$ cat src/rtl/idli_boot_load.sv
// Boot loader: streams image bytes from a byte source into an SQI SRAM
// (write opcode, 24-bit address, data nibbles) and then releases the core.
module idli_boot_load #(
    parameter int unsigned IMG_BYTES = 256,
    parameter logic [23:0] BASE_ADDR = 24'h000000
) (
    input  logic       i_boot_gck,
    input  logic       i_boot_rst_n,
    input  logic [7:0] i_boot_data,
    input  logic       i_boot_data_vld,
    output logic       o_boot_data_acp,
    output logic       o_boot_sck,
    output logic       o_boot_cs,
    output logic [3:0] o_boot_sio,
    output logic       o_boot_sio_oe,
    output logic       o_boot_done
);

    typedef enum logic [2:0] {
        IDLE = 3'd0,
        CMD  = 3'd1,
        ADDR = 3'd2,
        WAIT = 3'd3,
        DHI  = 3'd4,
        DLO  = 3'd5,
        END  = 3'd6,
        DONE = 3'd7
    } state_t;

    localparam logic [16:0] IMG_CNT = 17'(IMG_BYTES);

    state_t      state_q;
    logic        phase_q;
    logic [2:0]  nib_q;
    logic [3:0]  lo_q;
    logic [16:0] cnt_q;
    logic [16:0] cnt_d;
    logic        sck_q;
    logic        cs_q;
    logic [3:0]  sio_q;
    logic        oe_q;
    logic        done_q;
    logic        acp_s;

    // Write opcode 8'h02, high nibble first.
    function automatic logic [3:0] cmd_nibble(input logic [2:0] idx);
        logic [3:0] nib;
        case (idx)
            3'd0:    nib = 4'h0;
            3'd1:    nib = 4'h2;
            default: nib = 4'h0;
        endcase
        return nib;
    endfunction

    // Start address, most significant nibble first.
    function automatic logic [3:0] addr_nibble(input logic [2:0] idx);
        logic [3:0] nib;
        case (idx)
            3'd0:    nib = BASE_ADDR[23:20];
            3'd1:    nib = BASE_ADDR[19:16];
            3'd2:    nib = BASE_ADDR[15:12];
            3'd3:    nib = BASE_ADDR[11:8];
            3'd4:    nib = BASE_ADDR[7:4];
            3'd5:    nib = BASE_ADDR[3:0];
            default: nib = 4'h0;
        endcase
        return nib;
    endfunction

    // Byte handshake is only open while parked in WAIT.
    always_comb begin
        acp_s = 1'b0;
        cnt_d = cnt_q + 17'd1;
        acp_s = (state_q == WAIT) && i_boot_data_vld;
    end

    // Loader sequencer; every SQI pin is a register updated with the state.
    always_ff @(posedge i_boot_gck or negedge i_boot_rst_n) begin
        if (!i_boot_rst_n) begin
            state_q <= IDLE;
            phase_q <= 1'b0;
            nib_q   <= 3'd0;
            lo_q    <= 4'h0;
            cnt_q   <= 17'd0;
            sck_q   <= 1'b0;
            cs_q    <= 1'b1;
            sio_q   <= 4'h0;
            oe_q    <= 1'b0;
            done_q  <= 1'b0;
        end else begin
            case (state_q)
                IDLE: begin
                    state_q <= CMD;
                    phase_q <= 1'b0;
                    nib_q   <= 3'd0;
                    cnt_q   <= 17'd0;
                    cs_q    <= 1'b0;
                    oe_q    <= 1'b1;
                    sck_q   <= 1'b0;
                    sio_q   <= cmd_nibble(3'd0);
                end
                CMD: begin
                    if (!phase_q) begin
                        sck_q   <= 1'b1;
                        phase_q <= 1'b1;
                    end else begin
                        sck_q   <= 1'b0;
                        phase_q <= 1'b0;
                        if (nib_q == 3'd1) begin
                            state_q <= ADDR;
                            nib_q   <= 3'd0;
                            sio_q   <= addr_nibble(3'd0);
                        end else begin
                            nib_q <= nib_q + 3'd1;
                            sio_q <= cmd_nibble(nib_q + 3'd1);
                        end
                    end
                end
                ADDR: begin
                    if (!phase_q) begin
                        sck_q   <= 1'b1;
                        phase_q <= 1'b1;
                    end else begin
                        sck_q   <= 1'b0;
                        phase_q <= 1'b0;
                        if (nib_q == 3'd5) begin
                            state_q <= WAIT;
                            nib_q   <= 3'd0;
                        end else begin
                            nib_q <= nib_q + 3'd1;
                            sio_q <= addr_nibble(nib_q + 3'd1);
                        end
                    end
                end
                WAIT: begin
                    // SCK simply stalls low while the source has nothing for us.
                    if (acp_s) begin
                        state_q <= DHI;
                        phase_q <= 1'b0;
                        lo_q    <= i_boot_data[3:0];
                        sio_q   <= i_boot_data[7:4];
                        sck_q   <= 1'b0;
                    end else begin
                        state_q <= WAIT;
                    end
                end
                DHI: begin
                    if (!phase_q) begin
                        sck_q   <= 1'b1;
                        phase_q <= 1'b1;
                    end else begin
                        state_q <= DLO;
                        sck_q   <= 1'b0;
                        phase_q <= 1'b0;
                        sio_q   <= lo_q;
                    end
                end
                DLO: begin
                    if (!phase_q) begin
                        sck_q   <= 1'b1;
                        phase_q <= 1'b1;
                    end else begin
                        sck_q   <= 1'b0;
                        phase_q <= 1'b0;
                        cnt_q   <= cnt_d;
                        if (cnt_d < IMG_CNT) begin
                            state_q <= WAIT;
                        end else begin
                            state_q <= END;
                            cs_q    <= 1'b1;
                            oe_q    <= 1'b0;
                            sio_q   <= 4'h0;
                        end
                    end
                end
                END: begin
                    state_q <= DONE;
                    done_q  <= 1'b1;
                    cs_q    <= 1'b1;
                    sck_q   <= 1'b0;
                    oe_q    <= 1'b0;
                end
                DONE: begin
                    state_q <= DONE;
                    done_q  <= 1'b1;
                    cs_q    <= 1'b1;
                    sck_q   <= 1'b0;
                    oe_q    <= 1'b0;
                end
                default: begin
                    state_q <= IDLE;
                    cs_q    <= 1'b1;
                    sck_q   <= 1'b0;
                    oe_q    <= 1'b0;
                    done_q  <= 1'b0;
                end
            endcase
        end
    end

    assign o_boot_data_acp = acp_s;
    assign o_boot_sck      = sck_q;
    assign o_boot_cs       = cs_q;
    assign o_boot_sio      = sio_q;
    assign o_boot_sio_oe   = oe_q;
    assign o_boot_done     = done_q;

endmodule

$ cat config.mk
export PLATFORM = sky130hd
export DESIGN_NAME = idli_boot_load
export DESIGN_NICKNAME = d
export VERILOG_FILES = /design/src/rtl/idli_boot_load.sv
export SDC_FILE = /design/constraint.sdc
export NUM_CORES = 1
export LEC_CHECK = 0
export BUFFER_PORTS_ARGS = -buffer_cell sky130_fd_sc_hd__buf_4
export CORE_MARGIN = 5
export CORE_UTILIZATION = 25
export CTS_BUF_LIST = sky130_fd_sc_hd__clkbuf_8
export CTS_CLUSTER_DIAMETER = 80
export CTS_CLUSTER_SIZE = 20
export DETAILED_ROUTE_END_ITERATION = 10
export GPL_ROUTABILITY_DRIVEN = 0
export PLACE_DENSITY = 0.43
export SLEW_MARGIN = 5
export SYNTH_ARGS = -nofsm -noshare
export SYNTH_HDL_FRONTEND = slang
export SYNTH_SLANG_ARGS = --single-unit
$ cat constraint.sdc
create_clock -name i_boot_gck -period 2.9 [get_ports i_boot_gck]
set_input_delay 0.29 -clock i_boot_gck [delete_from_list [all_inputs] [get_ports i_boot_gck]]
set_output_delay 0.29 -clock i_boot_gck [all_outputs]
set_load 0.1 [all_outputs]
Yosys cells after proc, flatten, opt, wreduce, memory -nomap -nowiden
Cells that the tools add are included.

storage, ports and cells
  flip-flop bits (word level) = 36
  latch bits = 0
  memory bits (writable) = 0
  bits in read-only memories = 0
  input bits = 11
  output and inout bits = 9
  word-level logic and storage cells = 85
  memories = 0

cells by class
  add/sub/neg operators = 2
  multipliers = 0
  divide/modulo/power cells = 0
  order comparisons = 1
  equal/unequal tests = 19
  shift-type cells = 0
  mux-type cells = 36
  bitwise operators = 0
  reductions and logical operators = 17

operators by type and width
  cell                                                         number
  2-to-1 mux 3 bit                                             12
  one-hot mux 17 bit (2 select lines)                          1
  2-to-1 mux 4 bit                                             7
  one-hot mux 4 bit (6 select lines)                           1
  one-hot mux 3 bit (7 select lines)                           1
  != test 2 bit, second input constant                         9
  adder 17 x 1 -> 17 bit, second input constant                1
  less-than comparator 17 x 9 -> 1 bit, second input constant  1
  2-to-1 mux 17 bit                                            1
  == test 3 bit, second input constant                         5
  one-hot mux 1 bit (3 select lines)                           4
  == test 3 x 1 -> 1 bit, second input constant                3
  one-hot mux 3 bit (3 select lines)                           1
  nonzero test 3 bit                                           3
  AND reduction 8 bit                                          1
  == test 3 x 2 -> 1 bit, second input constant                2
  2-to-1 mux 1 bit                                             6
  AND reduction 2 bit                                          3
  AND reduction 3 bit                                          2
  AND reduction 6 bit                                          1
  nonzero test 6 bit                                           1
  2-to-1 mux 2 bit                                             2
  OR reduction 4 bit                                           1
  adder 3 x 1 -> 3 bit, second input constant                  1
  other kinds (5)                                              5

Longest topological paths before layout
  depth in word-level cells = 6
  mapped depth = 8

Worst setup path after synthesis
No wires, ideal clock.

  path type = register -> register
  start point = register state_q[1]
  end point = register lo_q[0]
  arrival = 2.448 ns
  data required time = 2.774 ns
  setup slack = 0.326 ns
  stages on the path, launching flop included = 7
  buffers on the path = 2
  path through = dfrtp_1 clkbuf_1 nand2_1 nor2_1 and2_1 clkbuf_1 mux2_2

on the way
  longest elaborated chain between the ends = 3

RTL lines
  item                                  RTL line  text
  start, declared                       32        state_t state_q;
  start signal, assigned                81        state_q <= IDLE;
  start signal, assigned                94        state_q <= CMD;
  start signal, assigned                111       state_q <= ADDR;
  == test 3 x 2 -> 1 bit                75        acp_s = (state_q == WAIT) && i_boot_data_vld;
  logical AND 1 bit                     75
  net o_boot_data_acp                   11        output logic o_boot_data_acp,
  AND reduction 2 bit (no source line)  --
  end signal, assigned                  141       lo_q <= i_boot_data[3:0];
  end, declared                         35        logic [3:0] lo_q;

The timed path passes the listed nets, and every way through them passes these cells.
A chain may end at the register's enable or synchronous reset.

Worst setup path in the final report
  start point = register state_q[1]
  end point = output o_boot_data_acp

on the way
  longest elaborated chain between the ends = 2

RTL lines
  item                    RTL line
  == test 3 x 2 -> 1 bit  75
  logical AND 1 bit       75
  end, declared           11

Every way passes these cells.

==> flow_metrics.py <==
metrics = {
    "setup_path": {
        "endpoint_kind": "output pin",
        "crit_path_max_fanout": 22,
        "crit_start": "state_q[1]",
        "r2r-start": "cnt_q[0]",
        "cp_data_required_time_ns": 2.61,
        "start_kind": "register",
        "critPathArrivalTime_ns": 2.20,
        "critPathKind": "register to output pin",
        "rr_worst_depth": 7,
    },
    "min_path": {
        "min-delay-start": "i_boot_data[0]",
        "hold_depth": 2,
        "hold_path_class": "input port to register",
    },
    "cells_and_area": {
        "fin_nets": 289,
        "layout.cells.most_common": "dfrtp_1",
        "final_core_util_pct": 29.7,
        "layout_common_cells": "dfrtp_1 (35), nor2_1 (32), o21ai_0 (27)",
        "area_growth_pct": 15.8,
        "final_area_um2": 2580,
        "num_antenna_cells": 0,
        "drive_gt1_share_pct": 17.9,
        "fin_cells": 382,
    },
    "sta": {
        "hold_ws_ns": 0.234,
        "finalHoldViolCount": 0,
        "fin_crit_ns": 2.49,
        "timing.final.crit_share_pct": 85.8,
        "max_freq_mhz": 402,
        "worst_pin_slew_ns": 0.680,
        "maxSlewViolCount": 0,
        "setup_ws_ns": 0.413,
        "tns_ns": 0,
        "maxSlewHeadroom_pct": 54.5,
        "skew_ns": 0.00591,
        "setup_viol": 0,
        "rsz0062_at_grt": "false",
    },
    "power": {
        "p_switching_mw": 1.15,
        "pwr-share-clk_pct": 16.1,
        "p_seq_share_pct": 33.5,
        "power_leakage_nw": 1.08,
        "switching_share_pct": 47.0,
        "p_int_mw": 1.29,
        "power_density_nw_per_um2": 948,
        "peakVddDrop_mv": 0.416,
        "power_frac_comb_pct": 50.4,
        "fin_total_pwr_mw": 2.44,
    },
    "die": {
        "top_level_ports": 20,
        "initial_utilization_pct": 25.6,
        "num_rows": 34,
        "die_w_um": 104,
        "die_area_um2": 10900,
        "fp.dieH_um": 104,
        "coreArea_um2": 8680,
    },
    "cts": {
        "clk_pin_slew_ns": 0.08,
        "cts_resized": 0,
        "clock_sinks": 36,
        "clk_latency_ns": 0.28,
        "root_buffer": "clkbuf_8",
        "clockBufferDepth": 2,
        "htree_levels": 2,
        "cts_tree": "built",
        "cts_buffers": 5,
    },
    "synth": {
        "yosysTopAreaCell": "dfrtp_1",
        "netlist_top_cells_area": "dfrtp_1 (39%), o21ai_0 (6.1%), nor2_1 (5.4%)",
        "synth_top_area_share_pct": 39.4,
        "synth-main-ff-cell": "dfrtp_1",
        "ys_seq_elements": 36,
        "synth_area_per_cell_um2": 8.62,
        "synth-edff-count": 0,
        "synth_nets": 273,
        "synthArstFlopShare_pct": 100,
        "synth.distinct_cells": 55,
        "syn_area_um2": 2220,
        "ys_seq_area_share_pct": 40.6,
        "ys_warn_count": 0,
        "synthCells": 258,
    },
    "detailed_routing": {
        "dr.pass1.iters": 4,
        "routed_wirelength_um": 5320,
        "vias_per_cell": 4.89,
        "drc_errors": 0,
        "drt_iter0_markers": 47,
        "wl_per_cell_um": 13.9,
        "postRouteAntennaNets": 0,
        "vias": 1868,
    },
    "global_route": {
        "antenna_found_initial": 0,
        "grt_pass1_vias": 1860,
        "overflow": 0,
        "grt_pass1_wl_um": 9090,
        "track_usage_pct": 10.0,
        "grt_max_degree": 37,
    },
    "run": {
        "cap_viol_max_count": 0,
    },
    "status": {
        "status": "finished, final reports clean",
    },
    "placement": {
        "post-dp-hpwl_um": 3830,
        "place_ws_ns": 0.488,
        "dpl-instance-area_um2": 2470,
        "portBuffers": 19,
        "placed_cells": 374,
    },
}
-- cells in the mapped netlist (all sizes together) (2+ instances only) --
library cell,number
a211oi,2
a21o,3
a21oi,10
a22o,4
a31o,2
a31oi,5
and2,2
and3,4
buf,2
clkbuf,14
dfrtp,35
ha,4
inv,6
mux2,7
nand2,23
nand2b,3
nand3,9
nand3b,2
nand4,7
nor2,32
nor2b,2
nor3,15
nor4,2
o211ai,2
o21ai,27
o22ai,2
o31ai,2
or2,2
or3,4
xnor2,2
xor2,6
-- worst paths after layout --
check | to | slack [ns]
min in group asynchronous | cnt_q[5] | 0.51
max in group asynchronous | o_boot_cs | 2.03
worst min-delay path | lo_q[0] | 0.23
worst max register to register | o_boot_sio[3] | 0.48
worst min register to register | o_boot_done | 0.47
worst max-delay path | o_boot_data_acp | 0.41
-- layer usage --
layer  vias up  global-route usage (%)  wire length [um]
li1        963                       -                 -
met1       875                    13.5              2650
met2        28                    16.1              2420
met3         2                    2.73               228
met4         0                    1.94                15
met5         -                       0                 0
-- critical path, stage by stage, from the launching register on --
cell and delay (ns):
dfrtp_1 0.73, nand2_1 0.15, nor2_1 0.29, and2_1 0.38, buf_4 0.36
-- state kept, by name, indices dropped and copies added (netlist names) --
signal / cells
o_boot_cs: 1
o_boot_sio_oe: 1
cnt_q: 17
lo_q: 4
state_q: 3
o_boot_sio: 4
phase_q: 1
o_boot_done: 1
o_boot_sck: 1
nib_q: 3
-- timing repair --
action,CTS,global route
setup buffers,0,0
hold buffers,1,0
hold endpoints to repair,33,0
-- final cells by class --
type	instances	area [um^2]
well taps	108	135
flip-flops and latches	36	902
fillers	952	6100
repair buffers	25	190
inverters	6	22.5
clock buffers	7	96.3
multi-input cells	200	1230
-- power by group through the flow --
stage / logic [mW] / registers [mW] / clock network (mW)
final: 1.23 / 0.817 / 0.394
after global routing: 1.36 / 0.848 / 0.439
after detailed placement: 1.25 / 0.826 / 0
after CTS: 1.25 / 0.817 / 0.414
after global placement: 1.25 / 0.829 / 0
after floorplan: 0.772 / 1.01 / 0
-- logic make-up (layout without fill, tap and decap cells) --
| kind of cell | Yosys count | in the layout | synth area share (%) |
|---|---|---|---|
| DFF | 36 | 36 | 40.6 |
| AOI/OAI and AO/OA | 68 | 68 | 20.2 |
| adders and majority gates | 4 | 4 | 2.25 |
| buffers and inverters | 22 | 38 | 4.16 |
| muxes | 8 | 8 | 3.99 |
| xor gates and xnor gates | 8 | 8 | 3.15 |
| and+or+nand+nor | 112 | 112 | 25.6 |
Note: power is estimated with default switching activity, not from simulation.
